`config.mk`:
```
export PLATFORM = sky130hd
export DESIGN_NAME = adc_align_ctrl
export DESIGN_NICKNAME = d
export VERILOG_FILES = /design/src/rtl/adc_align_ctrl.sv
export SDC_FILE = /design/constraint.sdc
export NUM_CORES = 1
export LEC_CHECK = 0
export BUFFER_PORTS_ARGS = -buffer_cell sky130_fd_sc_hd__buf_2
export CAP_MARGIN = 10
export CELL_PAD_IN_SITES_DETAIL_PLACEMENT = 0
export CELL_PAD_IN_SITES_GLOBAL_PLACEMENT = 1
export CORE_MARGIN = 4
export CORE_UTILIZATION = 47
export DETAILED_ROUTE_END_ITERATION = 7
export MAX_ROUTING_LAYER = met4
export PLACE_DENSITY = 0.89
export SYNTH_ARGS = -nofsm -noshare
export SYNTH_HDL_FRONTEND = slang
export SYNTH_SLANG_ARGS = --single-unit
```
`constraint.sdc`:
```
create_clock -name CLK -period 3.6 [get_ports CLK]
set_clock_uncertainty 0.05 [all_clocks]
set_input_delay 0.18 -clock CLK [delete_from_list [all_inputs] [get_ports CLK]]
set_output_delay 0.18 -clock CLK [all_outputs]
set_load 0.005 [all_outputs]
```
`src/rtl/adc_align_ctrl.sv`:
```
// Bitslip alignment sequencer for one 6-bit ADC deserializer lane.
// Optional loss-of-lock monitor enabled by defining ADC_ALIGN_MONITOR_EN.
module adc_align_ctrl #(
   parameter logic [5:0]  PATTERN    = 6'b111000,
   parameter int unsigned RST_CYCLES = 4,
   parameter int unsigned SETTLE     = 8,
   parameter int unsigned SLIP_WAIT  = 4,
   parameter int unsigned MATCH_CNT  = 16,
   parameter int unsigned MAX_SLIPS  = 12,
   parameter int unsigned LOSS_CNT   = 4
) (
   input  logic       CLK,
   input  logic       reset_n,
   input  logic       start,
   input  logic [5:0] din,
   output logic       serdes_rst,
   output logic       bs,
   output logic       busy,
   output logic       locked,
   output logic       fail,
   output logic [3:0] slips,
   output logic [7:0] err_cnt
);

   localparam logic [2:0] StIdle   = 3'd0;
   localparam logic [2:0] StRst    = 3'd1;
   localparam logic [2:0] StSettle = 3'd2;
   localparam logic [2:0] StCheck  = 3'd3;
   localparam logic [2:0] StSlip   = 3'd4;
   localparam logic [2:0] StWait   = 3'd5;
   localparam logic [2:0] StLocked = 3'd6;
   localparam logic [2:0] StFail   = 3'd7;

   localparam logic [7:0] RstLast   = 8'(RST_CYCLES - 1);
   localparam logic [7:0] SettLast  = 8'(SETTLE - 1);
   localparam logic [7:0] WaitLast  = 8'(SLIP_WAIT - 1);
   localparam logic [7:0] MatchLast = 8'(MATCH_CNT - 1);
   localparam logic [3:0] MaxSlips  = 4'(MAX_SLIPS);

   logic [2:0] state_q, state_d;
   logic [7:0] cnt_q, cnt_d;
   logic [3:0] slips_q, slips_d;
   logic [7:0] err_q, err_d;
   logic       serdes_rst_q, bs_q, busy_q, locked_q, fail_q;
`ifdef ADC_ALIGN_MONITOR_EN
   localparam logic [7:0] LossLast = 8'(LOSS_CNT - 1);
   logic [7:0] loss_q, loss_d;
`endif

   always_comb begin
      state_d = state_q;
      cnt_d   = cnt_q;
      slips_d = slips_q;
      err_d   = err_q;
`ifdef ADC_ALIGN_MONITOR_EN
      loss_d  = loss_q;
`endif
      case (state_q)
         StIdle, StLocked, StFail: begin
            if (start) begin
               state_d = StRst;
               cnt_d   = '0;
               slips_d = '0;
               err_d   = '0;
`ifdef ADC_ALIGN_MONITOR_EN
               loss_d  = '0;
`endif
            end else if (state_q == StLocked) begin
               if (din != PATTERN) begin
                  if (err_q != 8'hff) err_d = err_q + 8'd1;
`ifdef ADC_ALIGN_MONITOR_EN
                  // Sustained loss of lock: restart alignment, keep the error history.
                  if (loss_q == LossLast) begin
                     state_d = StRst;
                     cnt_d   = '0;
                     slips_d = '0;
                     loss_d  = '0;
                  end else begin
                     loss_d = loss_q + 8'd1;
                  end
               end else begin
                  loss_d = '0;
`endif
               end
            end
         end
         StRst: begin
            if (cnt_q == RstLast) begin
               state_d = StSettle;
               cnt_d   = '0;
            end else begin
               cnt_d = cnt_q + 8'd1;
            end
         end
         StSettle: begin
            if (cnt_q == SettLast) begin
               state_d = StCheck;
               cnt_d   = '0;
            end else begin
               cnt_d = cnt_q + 8'd1;
            end
         end
         StCheck: begin
            if (din == PATTERN) begin
               if (cnt_q == MatchLast) state_d = StLocked;
               else                    cnt_d   = cnt_q + 8'd1;
            end else if (slips_q < MaxSlips) begin
               state_d = StSlip;
               slips_d = slips_q + 4'd1;
            end else begin
               state_d = StFail;
            end
         end
         StSlip: begin
            state_d = StWait;
            cnt_d   = '0;
         end
         StWait: begin
            if (cnt_q == WaitLast) begin
               state_d = StCheck;
               cnt_d   = '0;
            end else begin
               cnt_d = cnt_q + 8'd1;
            end
         end
         default: state_d = StIdle;
      endcase
   end

   always_ff @(posedge CLK or negedge reset_n) begin
      if (!reset_n) begin
         state_q      <= StIdle;
         cnt_q        <= '0;
         slips_q      <= '0;
         err_q        <= '0;
         serdes_rst_q <= 1'b0;
         bs_q         <= 1'b0;
         busy_q       <= 1'b0;
         locked_q     <= 1'b0;
         fail_q       <= 1'b0;
      end else begin
         state_q      <= state_d;
         cnt_q        <= cnt_d;
         slips_q      <= slips_d;
         err_q        <= err_d;
         // Flags decode the next state so they line up with the state register.
         serdes_rst_q <= (state_d == StRst);
         bs_q         <= (state_d == StSlip);
         busy_q       <= (state_d == StRst) || (state_d == StSettle) || (state_d == StCheck) ||
                         (state_d == StSlip) || (state_d == StWait);
         locked_q     <= (state_d == StLocked);
         fail_q       <= (state_d == StFail);
      end
   end

`ifdef ADC_ALIGN_MONITOR_EN
   always_ff @(posedge CLK or negedge reset_n) begin
      if (!reset_n) loss_q <= '0;
      else          loss_q <= loss_d;
   end
`endif

   assign serdes_rst = serdes_rst_q;
   assign bs         = bs_q;
   assign busy       = busy_q;
   assign locked     = locked_q;
   assign fail       = fail_q;
   assign slips      = slips_q;
   assign err_cnt    = err_q;

endmodule

```
==> metrics.txt <==
fin crit period=2.46 ns; area added between synthesis and finish=13.4%; count of pins over their slew limit=0; Synth Net Count=187; basic-gate share of the synthesized area counting and, or, nand and nor cells=24.5%; total core area=0.00342 mm^2; Detailed Route Iter0 Violations=122; most common cell after layout, fill and taps aside=dfrtp_1; total of buffers placed on input and output ports=25; horizontal die dimension=68.4 um; Worst Reg-to-Reg Cells=5; post-synthesis mux area share=1.75%; Layout Utilization=56.9%; via count=1459; number of synthesized register bits=28; depth of the worst hold-timing path=4; first-pass GRT wire length=6.59 mm; TritonCTS Sinks=28; synthesized area divided by synthesized cell count=9.80 um^2; outcome=finished clean; final routed DRC violation total=0; Final HPWL DP=2.91 mm; most frequently used flop master after synthesis=dfrtp_1; Layout Cell Area excl Fill=0.00194 mm^2; final worst path period share=68.4%; antenna violations before repair=0; post-synthesis cell type count=55; count of antenna diodes in the layout=0; Setup Buffers After CTS=0; number of max-cap violations=0; power share of the sequential group=42.5%; adder-cell area share of the yosys netlist=2.19%; Worst slew margin=43.5%; maximum operating frequency=406 MHz; Layout Nets=215; placed standard-cell area=0.00188 mm^2; final sum of negative setup slack=0 ns; dominant combinational cell family by area after synthesis=compound AO/OA/AOI/OAI gates; DRT Pass-1 Iters=5; Async S/R FF share, synth=100%; unrepaired setup endpoints after global routing=no; Placement Setup Slack=1.17 ns; top-level I/O count=26; count of synthesis-stage warnings from yosys=0; setup slack of the most critical reg-to-reg path=1.14 ns; HP Start=start; count of fill cells added during filler insertion=308; sequential-to-total area share from yosys stat=40.9%; FP Rows=21; clock network fraction of total power=16.7%; number of hold violations in the final report=0; class of the tightest hold or removal check=in -> reg; TritonCTS clock tree=done; gate count after technology mapping=175; Overall Global Routing Usage=19.0%; number of routed nets with antenna violations=0; class of the most critical setup path=reg -> reg; Total Wirelength=3.73 mm; RR Startpoint=state_q[0]$_DFF_PN0_; net switching power=0.481 mW; standby leakage power=0.884 nW; maximum vdd drop=0.396 mV; total power density per cell area=631 mW/mm^2; placer congestion estimate=0.889; Worst R2R End=cnt_q[3]$_DFFE_PN0P_; synthesized-area fraction occupied by xor and xnor cells=0.511%; CTS H-tree lvls=1; Tightest Pin Transition=0.848 ns; critical path peak fanout=12; post-CTS resize count=0; Clk pin slew, worst setup/hold paths=0.15 ns; Switching Fraction=39.3%; commonest cells after routing, fill and taps aside=dfrtp_1 (28), buf_2 (25), nand2_1 (18); Setup WS post-layout=1.14 ns; wire length per cell after detailed routing=15.1 um; Max Buffers Root-to-Sink=2; critical path launch point type=flip-flop; Placed Cells=243; number of global-route vias before repair=1402; cell-internal power=0.745 mW; post-detailed-route via-to-cell ratio=5.88; worst hold path endpoint=err_cnt[3]$_DFFE_PN0P_; EDFF count, synth=0; # setup viols final=0; Mapped Area=0.00171 mm^2; leftover overflow at the end of global routing=0; total die area=0.00468 mm^2; maximum number of pins on one net before global-route repair=29; layout cell share with drive strength beyond 1=22.8%; final cell count without fillers=248; Root Buffer Master=clkbuf_4; Arr. time, crit path=2.65 ns; clk_lat worst skew=0.33 ns; total clock buffers created by CTS=3; Die H=68.4 um; combinational fraction of design power=40.8%; initial cell density of the core=50.2%; fraction of the mapped netlist area in compound gates=26.6%; required time reported for the critical path endpoint=3.79 ns; CP endpoint kind=flip-flop
==> through the flow <==
stage	power (mW)	hold WS, ns
3_3_place_gp	1.01	0.182
5_1_grt	1.33	0.279
4_1_cts	1.23	0.262
3_5_place_dp	1.03	0.182
6_report	1.23	0.282
2_1_floorplan	0.891	-0.166
==> cells in the mapped netlist, types with 4 or more instances <==
master | instances | share of area (%)
o21ai_1 | 4 | 1.2
nor2_1 | 6 | 1.3
nand3_1 | 8 | 2.3
inv_1 | 12 | 2.6
o211ai_1 | 4 | 1.8
o21ai_0 | 10 | 2.9
dfrtp_1 | 28 | 41
nand4_1 | 4 | 1.5
nand2_1 | 18 | 3.9
o22ai_1 | 5 | 1.8
and3_1 | 5 | 1.8
a21oi_1 | 7 | 2.0
or3_1 | 4 | 1.5
==> power groups by stage <==
stage / clock network [mW] / logic [mW] / registers (mW)
4_1_cts: 0.209 / 0.506 / 0.520
3_3_place_gp: 0 / 0.489 / 0.519
3_5_place_dp: 0 / 0.504 / 0.526
2_1_floorplan: 0 / 0.396 / 0.495
6_report: 0.205 / 0.500 / 0.522
5_1_grt: 0.223 / 0.566 / 0.540
==> worst max-delay path, stage by stage (launching register included) <==
cell	delay, ns
dfrtp_1	0.56
or3_1	0.38
and2_0	0.24
o22ai_1	0.69
nor2b_1	0.19
a31o_1	0.26
==> layout make-up <==
cell class                 count  area, um^2  share of cell area, %
tap                           46        57.6                   2.96
multi-input combinational    132         953                   49.0
clock buffer                   3        22.5                   1.16
timing repair buffer          26         135                   6.95
inverter                      12        45.0                   2.32
sequential                    28         701                   36.0
clock inverter                 1        30.0                   1.54
==> routing by layer <==
metal / global-route usage (%) / vias up / routed length [um]
met5: - / - / 0
met4: 6.95 / 0 / 65
met3: 1.48 / 6 / 150
met2: 30.4 / 35 / 1830
met1: 25.1 / 699 / 1690
li1: - / 719 / -
==> worst max-delay path by stage <==
stage / start / endpoint / cells after the start / slack [ns]
2_1_floorplan: cnt_q[0]$_DFFE_PN0P_ / cnt_q[7]$_DFFE_PN0P_ / 7 / 1.59
3_3_place_gp: state_q[0]$_DFF_PN0_ / cnt_q[3]$_DFFE_PN0P_ / 5 / 1.27
3_5_place_dp: state_q[0]$_DFF_PN0_ / cnt_q[3]$_DFFE_PN0P_ / 5 / 1.17
4_1_cts: state_q[0]$_DFF_PN0_ / cnt_q[3]$_DFFE_PN0P_ / 5 / 1.13
5_1_grt: state_q[0]$_DFF_PN0_ / cnt_q[3]$_DFFE_PN0P_ / 5 / 0.89
6_report: state_q[0]$_DFF_PN0_ / cnt_q[3]$_DFFE_PN0P_ / 5 / 1.14
==> what timing repair did <==
item                                    CTS  global route
endpoints found under the setup margin    0             0
hold buffers                              1             0
endpoints found under the hold margin    28             0
==> kinds of logic (layout without fill, tap and decap cells) <==
group                      Yosys count  count (layout)
and+or+nand+nor                     66              66
AOI/OAI and AO/OA                   59              59
DFF                                 28              28
buffers and inverters               15              42
adders and majority gates            3               3
muxes                                3               3
xor gates and xnor gates             1               1
==> sequential cells by signal (all words and copies together), names as in the netlist <==
signal and count:
serdes_rst 1, state_q 3, slips 4, bs 1, fail 1, cnt_q 8, locked 1, err_cnt 8
busy 1
Note: power is estimated with default switching activity, not from simulation.
